**src/rtl/vedic_pkg.sv**
```systemverilog
// Shared widths, types and the small Vedic (Urdhva-Tiryagbhyam) multiply cells
// used to build the 16x16 partial-product multipliers.
package vedic_pkg;

  localparam int OPW     = 32;
  localparam int PRODW   = 64;
  localparam int HALFW   = 16;
  localparam int LATENCY = 3;

  typedef logic [OPW-1:0]   operand_t;
  typedef logic [PRODW-1:0] product_t;
  typedef logic [HALFW-1:0] half_t;
  typedef logic [OPW-1:0]   pp_t;

  // 2x2 cell: vertical and crosswise products with a single carry ripple.
  function automatic logic [3:0] vedic2x2(input logic [1:0] x, input logic [1:0] y);
    logic t1, t2, t3, c;
    t1 = x[1] & y[0];
    t2 = x[0] & y[1];
    t3 = x[1] & y[1];
    c  = t1 & t2;
    return {t3 & c, t3 ^ c, t1 ^ t2, x[0] & y[0]};
  endfunction

  // 4x4 from four 2x2 quadrants; the middle sum keeps its carry bit.
  function automatic logic [7:0] vedic4x4(input logic [3:0] x, input logic [3:0] y);
    logic [3:0] q0, q1, q2, q3;
    logic [4:0] mid;
    q0  = vedic2x2(x[1:0], y[1:0]);
    q1  = vedic2x2(x[3:2], y[1:0]);
    q2  = vedic2x2(x[1:0], y[3:2]);
    q3  = vedic2x2(x[3:2], y[3:2]);
    mid = {1'b0, q1} + {1'b0, q2};
    return {4'b0, q0} + {1'b0, mid, 2'b0} + {q3, 4'b0};
  endfunction

  // 8x8 from four 4x4 quadrants, same combine one level up.
  function automatic logic [15:0] vedic8x8(input logic [7:0] x, input logic [7:0] y);
    logic [7:0] q0, q1, q2, q3;
    logic [8:0] mid;
    q0  = vedic4x4(x[3:0], y[3:0]);
    q1  = vedic4x4(x[7:4], y[3:0]);
    q2  = vedic4x4(x[3:0], y[7:4]);
    q3  = vedic4x4(x[7:4], y[7:4]);
    mid = {1'b0, q1} + {1'b0, q2};
    return {8'b0, q0} + {3'b0, mid, 4'b0} + {q3, 8'b0};
  endfunction

endpackage

```
**src/rtl/vedic32x32_vedic16x16.sv**
```systemverilog
// Combinational 16x16 -> 32 Vedic multiplier built from four 8x8 quadrants.
module vedic16x16
  import vedic_pkg::*;
(
  input  half_t a_i,
  input  half_t b_i,
  output pp_t   p_o
);

  logic [15:0] quad_d [4];
  logic [16:0] mid_d;

  // Quadrant gi pairs a half (gi%2) with b half (gi/2): 0=lo*lo, 1=hi*lo, 2=lo*hi, 3=hi*hi.
  for (genvar gi = 0; gi < 4; gi++) begin : g_quad
    assign quad_d[gi] = vedic8x8(a_i[(gi % 2) * 8 +: 8], b_i[(gi / 2) * 8 +: 8]);
  end

  assign mid_d = {1'b0, quad_d[1]} + {1'b0, quad_d[2]};
  assign p_o   = {16'b0, quad_d[0]} + {7'b0, mid_d, 8'b0} + {quad_d[3], 16'b0};

endmodule

```
**src/rtl/vedic32x32.sv**
```systemverilog
// Three-stage pipelined unsigned 32x32 -> 64 Vedic multiplier with a fill indicator.
module vedic32x32
  import vedic_pkg::*;
(
  input  logic     clk,
  input  logic     rst,
  input  operand_t a,
  input  operand_t b,
  output product_t result,
  output logic     valid_out
);

  operand_t           a_q, b_q;
  pp_t                pp_d [4];
  pp_t                pp_q [4];
  logic [OPW:0]       mid_d;
  product_t           result_d, result_q;
  logic [LATENCY-1:0] vld_q, vld_d;

  // Stage 1: capture the operand pair.
  always_ff @(posedge clk or negedge rst) begin
    if (!rst) begin
      a_q <= '0;
      b_q <= '0;
    end else begin
      a_q <= a;
      b_q <= b;
    end
  end

  // Stage 2: four 16x16 partial products, one register per quadrant.
  for (genvar gi = 0; gi < 4; gi++) begin : g_pp
    vedic16x16 u_mul (
      .a_i (a_q[(gi % 2) * HALFW +: HALFW]),
      .b_i (b_q[(gi / 2) * HALFW +: HALFW]),
      .p_o (pp_d[gi])
    );

    // Register this quadrant's partial product.
    always_ff @(posedge clk or negedge rst) begin
      if (!rst) pp_q[gi] <= '0;
      else      pp_q[gi] <= pp_d[gi];
    end
  end

  // Final combine: cross terms summed at 33 bits so their carry reaches bit 48.
  always_comb begin
    mid_d    = {1'b0, pp_q[1]} + {1'b0, pp_q[2]};
    result_d = {32'b0, pp_q[0]} + {15'b0, mid_d, 16'b0} + {pp_q[3], 32'b0};
  end

  // Stage 3: register the full product.
  always_ff @(posedge clk or negedge rst) begin
    if (!rst) result_q <= '0;
    else      result_q <= result_d;
  end

  // Fill indicator is independent of operand data, so unknown inputs cannot reach it.
  assign vld_d = {vld_q[LATENCY-2:0], 1'b1};

  // Shift ones in after reset release; the MSB rises once every stage holds real data.
  always_ff @(posedge clk or negedge rst) begin
    if (!rst) vld_q <= '0;
    else      vld_q <= vld_d;
  end

  assign result    = result_q;
  assign valid_out = vld_q[LATENCY-1];

endmodule

```
**config.mk**
```make
export PLATFORM = sky130hd
export DESIGN_NAME = vedic32x32
export DESIGN_NICKNAME = d
export VERILOG_FILES = /design/src/rtl/vedic_pkg.sv /design/src/rtl/vedic32x32_vedic16x16.sv /design/src/rtl/vedic32x32.sv
export SDC_FILE = /design/constraint.sdc
export NUM_CORES = 2
export LEC_CHECK = 0
export CORE_MARGIN = 2
export CORE_UTILIZATION = 25
export DETAILED_ROUTE_END_ITERATION = 6
export PLACE_DENSITY_LB_ADDON = 0.1
export SETUP_SLACK_MARGIN = 0.4
export SLEW_MARGIN = 25
export SYNTH_ARGS = -nofsm -noshare
export SYNTH_HDL_FRONTEND = slang
export SYNTH_SLANG_ARGS = --single-unit
```
**constraint.sdc**
```tcl
create_clock -name clk -period 8.82 [get_ports clk]
set_clock_uncertainty 0.2 [all_clocks]
set_input_delay 2.646 -clock clk [delete_from_list [all_inputs] [get_ports clk]]
set_output_delay 2.646 -clock clk [all_outputs]
set_load 0.01 [all_outputs]
```
* Yosys cells after proc, flatten, opt, wreduce, memory -nomap -nowiden
Cells that the tools add are included.
Storage, ports and cells: bits of input ports 66, flip-flop bits (word level) 259, word-level logic and storage cells 2311
Operators by class: bitwise logic cells 2048, add/subtract/negate cells 255
Operators with widths (number):
- 1-bit bitwise AND | 1536
- 4-bit by 7-bit adder with 8-bit output | 64
- 8-bit adder | 64
- 1-bit XOR | 512
- 4-bit by 4-bit adder with 5-bit output | 64
- 16-bit adder | 16
- 8-bit by 13-bit adder with 14-bit output | 16
- 8-bit by 8-bit adder with 9-bit output | 16
- 32-bit adder | 4
- 16-bit by 25-bit adder with 26-bit output | 4
- 16-bit by 16-bit adder with 17-bit output | 4
- 64-bit adder | 1
- 32-bit by 49-bit adder with 50-bit output | 1
- 32-bit by 32-bit adder with 33-bit output | 1

* Logic depth before layout (Yosys ltp)
word-level depth 12, depth in mapped cells 41, depth with buffers taken out 40

* Cells and area by module
From an unflattened synthesis, not the netlist that was laid out.
Second synthesis, totals: cells, all modules 6735, area, all modules 59146.7 um^2
By module, submodules not included:
- vedic16x16 at g_pp[1].u_mul | area an instance 12364.4 um^2, times used 1, seq. area each 0.0 um^2, cells each 1497
- vedic16x16 at g_pp[0].u_mul | area an instance 12310.6 um^2, times used 1, seq. area each 0.0 um^2, cells each 1507
- vedic16x16 at g_pp[2].u_mul | area an instance 12296.8 um^2, times used 1, seq. area each 0.0 um^2, cells each 1492
- vedic16x16 at g_pp[3].u_mul | area an instance 12139.1 um^2, times used 1, seq. area each 0.0 um^2, cells each 1473
- vedic32x32 | area an instance 10035.9 um^2, times used 1, seq. area each 6481.2 um^2, cells each 766

* Worst setup path after synthesis
Ideal clock, no wire load.
path kind reg2reg, from register b_q[6], to register pp_q[127] in the netlist's numbering, path buffers 1, data required time 8495 ps, clock period less this slack 8054 ps, arrival time 7729 ps, library setup time 125 ps, slack 766 ps, cell stages (with the launch flop) 38, cells stage by stage dfrtp_1 > clkbuf_1 > and2_1 > ha_1 > fa_1 > inv_1 > fa_1 > inv_1 > ha_1 > xnor2_1 > ha_1 > nor2b_1 > o21a_1 > xor2_1 > ha_1 > a21o_1 > a21oi_1 > o21bai_1 > [2 not listed] > o21ai_0 > xnor2_1 > ha_1 > o21ai_0 > a21oi_1 > o21ai_0 > nand2b_1 > and2_1 > ha_1 > a21o_1 > a21oi_1 > o21bai_1 > a21oi_1 > o21ai_0 > and4_1 > a2111oi_1 > nor3_1 > xnor2_1
On the way: longest elaborated chain between the ends 12
RTL lines:
- start: declaration | line vedic32x32.sv:13 | operand_t a_q, b_q;
- start signal: assignment | line vedic32x32.sv:24 | b_q <= '0;
- start signal: assignment | line vedic32x32.sv:27 | b_q <= b;
- 1-bit bitwise AND | line vedic_pkg.sv:18 | t1 = x[1] & y[0];
- 1-bit bitwise AND | line vedic_pkg.sv:21 | c = t1 & t2;
- 1-bit XOR / 1-bit bitwise AND (equally long branches) | line vedic_pkg.sv:22 | return {t3 & c, t3 ^ c, t1 ^ t2, x[0] & y[0]};
- 4-bit by 4-bit adder with 5-bit output | line vedic_pkg.sv:33 | mid = {1'b0, q1} + {1'b0, q2};
- 4-bit by 7-bit adder with 8-bit output | line vedic_pkg.sv:34 | return {4'b0, q0} + {1'b0, mid, 2'b0} + {q3, 4'b0};
- 8-bit adder | line vedic_pkg.sv:34
- 8-bit by 8-bit adder with 9-bit output | line vedic_pkg.sv:45 | mid = {1'b0, q1} + {1'b0, q2};
- 8-bit by 13-bit adder with 14-bit output | line vedic_pkg.sv:46 | return {8'b0, q0} + {3'b0, mid, 4'b0} + {q3, 8'b0};
- 16-bit adder | line vedic_pkg.sv:46
- 16-bit by 16-bit adder with 17-bit output | line vedic32x32_vedic16x16.sv:18 | assign mid_d = {1'b0, quad_d[1]} + {1'b0, quad_d[2]};
- 16-bit by 25-bit adder with 26-bit output (*) | line vedic32x32_vedic16x16.sv:19 | assign p_o = {16'b0, quad_d[0]} + {7'b0, mid_d, 8'b0} + {quad_d[3], 16'b0};
- 32-bit adder (*) | line vedic32x32_vedic16x16.sv:19
- net g_pp[0].u_mul.p_o[31] | line vedic32x32_vedic16x16.sv:7 | output pp_t p_o
- end signal: indexed assignment | line vedic32x32.sv:42 | else pp_q[gi] <= pp_d[gi];
- end: declaration | line vedic32x32.sv:15 | pp_t pp_q [4];
The timed path passes the listed nets; every way through them passes the cells marked *.

* Worst setup path after layout
from register a_q[24], to register pp_q[91] in the netlist's numbering
On the way: longest elaborated chain between the ends 12
RTL lines:
- start: declaration | line vedic32x32.sv:13
- start signal: assignment | line vedic32x32.sv:23 | a_q <= '0;
- start signal: assignment | line vedic32x32.sv:26 | a_q <= a;
- 1-bit bitwise AND | line vedic_pkg.sv:19 | t2 = x[0] & y[1];
- 1-bit bitwise AND | line vedic_pkg.sv:21
- 1-bit XOR / 1-bit bitwise AND (equally long branches) | line vedic_pkg.sv:22
- 4-bit by 4-bit adder with 5-bit output | line vedic_pkg.sv:33
- 4-bit by 7-bit adder with 8-bit output | line vedic_pkg.sv:34
- 8-bit adder | line vedic_pkg.sv:34
- 8-bit by 8-bit adder with 9-bit output | line vedic_pkg.sv:45
- 8-bit by 13-bit adder with 14-bit output | line vedic_pkg.sv:46
- 16-bit adder | line vedic_pkg.sv:46
- 16-bit by 16-bit adder with 17-bit output | line vedic32x32_vedic16x16.sv:18
- 16-bit by 25-bit adder with 26-bit output | line vedic32x32_vedic16x16.sv:19
- 32-bit adder (*) | line vedic32x32_vedic16x16.sv:19
- net g_pp[1].u_mul.p_o[27] | line vedic32x32_vedic16x16.sv:7
Marked as above.

==> reports/results.txt <==
Fin cells = 10400
Final Max Slew Viols = 0
RSZ-0062 raised after global routing = true
Layout Nets = 9043
CTS tree = built
CORE AREA = 240000 um^2
Ys async rst share = 100%
Clock tree sinks = 259
Clk pin slew, worst setup/hold paths = 0.06 ns
Fin Setup TNS = 0 ns
Setup violations, final = 0
Residual DRC count = 0
Syn Nets = 8725
Top_reg_cell synth = dfrtp_1
Initial Utilization = 25.1%
Slew headroom = 30.4%
Avg WL per Cell = 17.8 um
Post-synthesis cell type count = 88
DRT Pass-1 Iters = 5
Crit path max-delay cell type = or4_4
Initial antenna violation count = 26
EDFF count, synth = 0
Gr busiest metal = met2
R2r startpoint = a_q[24]
Die width = 495 um
Post-route minimum period = 8.14 ns
Total CTS buffers = 40
Worst setup path startpoint = a_q[24]
CP max stage delay = 0.58 ns
Fmax = 123 MHz
Via Count = 46400
CTS H-tree depth = 2
CP dominant cell by count = inv_1
CP top delay family = adder cells
Met3 Use GR = 1.24%
First-pass GRT wire length = 286000 um
Row Count = 180
Synth Register Bits = 259
Fraction of layout cells with a size suffix above 1 = 11.6%
Area growth syn-to-layout = 18.3%
Post-Place Cells = 10300
Avg Cell Area, Syn = 8.75 um^2
Hold Path Class = register to register
Post-Route WL = 185000 um
Clock buffer depth = 3
Max_cap viols = 0
Tcrit/Tclk final = 92.3%
DRT iter0 DRCs = 1463
Crit path DAT = 8.43 ns
Hold_ws = 0.148 ns
Buf+Inv Stages, Crit Path = 7
Post-route ant nets = 0
Vias in the first global route = 49200
Post-Syn Area = 60300 um^2
Critical Path Fanout Max = 11
Worst Path Required = 9.11 ns
Worst Setup End Kind = register
Met2 Track Usage GR = 26.2%
Largest area contributor in the netlist = ha_1
Worst Setup Path Type = register to register
Skew-Pair Late Insertion Delay = 0.67 ns
Vias per cell = 4.45
Critical Path Start Type = register
Seq/Total Area, Yosys = 10.8%
GR Util met1 = 20.4%
Fin. Hold Viols = 0
PortBufs = 130
Run status = complete, no violations
GRT overflow = 0
I/O pin cnt = 131
DPL Wire Length = 155000 um
Synth Warn # = 0
HP Start = vld_q[1]
DIE AREA = 245000 um^2
Gr usage total = 15.1%
Top cell type's share of synthesized area = 32.9%
RePlAce Congestion = 0.806
Tightest Pin Transition = 1.04 ns
Syn Inst Count = 6886
Chip height = 495 um
Largest net degree at the start of global routing = 132
Area contributors post-synth = ha_1, and2_1, dfrtp_1
Clk root buf = clkbuf_16
layer usage:
metal	vias up	wire length [um]
met5	-	0
met4	0	3420
met3	103	3630
met2	325	87400
met1	21800	91000
li1	24200	-
worst paths after layout:
| check | slack [ns] | cells after the start | to |
|---|---|---|---|
| worst max-delay path | 0.68 | 32 | pp_q[91] |
| worst min-delay path | 0.15 | 0 | vld_q[2] |
| worst max register to register | 0.68 | 32 | pp_q[91] |
| worst min register to register | 0.15 | 0 | vld_q[2] |
| max in group asynchronous | 5.25 | 2 | pp_q[7] |
| min in group asynchronous | 1.76 | 1 | result[15] |
layout by cell type, fill, tap and decap left out, drive strengths merged, types with 42 or more instances in the layout:
cell type	count
ha	1583
and2	1039
nand3	55
xor2	215
nand2b	42
inv	628
o21bai	171
nor2	154
clkbuf	51
nor2b	81
o21ai	149
fa	190
xnor2	688
nand2	107
a21oi	584
a21o	429
nor3	48
o21a	42
clkdlybuf4s50	129
dfrtp	259
buf	354
Yosys cell counts (21+ instances only):
master       n
and2_1    1038
o21bai_1   171
nor2_1     154
o21ai_0    143
nand2b_1    42
nor2b_1     80
a21o_1     428
nor3_1      47
nand3_1     54
xnor2_1    687
inv_1      621
a211oi_1    21
xor2_1     215
a21oi_1    579
clkbuf_1   205
fa_1       190
nand2_1    105
ha_1      1583
dfrtp_1    259
o21a_1      41
metrics by stage:
stage          cell area, um^2  setup WS [ns]  utilization [%]
2_1_floorplan            60300          0.766                -
3_3_place_gp             67000          0.105             27.9
3_5_place_dp             67000         0.0427             27.9
4_1_cts                  68800          0.405             28.6
5_1_grt                  71200          0.313             29.7
6_report                 71300          0.677             29.7
cell type report:
class                           count  area, um^2
Timing Repair Buffer              485        4340
Antenna cell                       17        42.5
Clock buffer                       49        1070
Multi-Input combinational cell   5796       52600
Fill cell                       25700      169000
Tap cell                         3185        3990
Clock inverter                     24         320
Sequential cell                   259        6530
Inverter                          622        2330
state kept, by name, summed over array words and instances, names as in the netlist:
name / flops
vld_q: 3
a_q: 32
pp_q: 128
b_q: 32
result: 64
cell families (layout without fill, tap and decap cells):
kind of cell    count (synthesis)  in the layout  share of synthesized area (%)
compound gates               1503           1503                           16.0
xor+xnor                      903            903                           13.1
buf+inv                       831           1180                           5.19
other cells                     1             18                        0.00622
flops                         259            259                           10.8
mux                             1              1                         0.0166
simple gates                 1615           1615                           15.7
fa+ha+maj                    1773           1773                           39.2
repair_timing:
action                     in CTS  in global routing
setup buffers                  10                 70
cloned                          0                  2
hold buffers                    0                  0
pin swaps                      13                235
resized for setup              91                372
setup endpoints to repair      28                 34
Power is not shown: default switching activity piles up to over one toggle a cycle in this logic, so the estimate is an artifact.
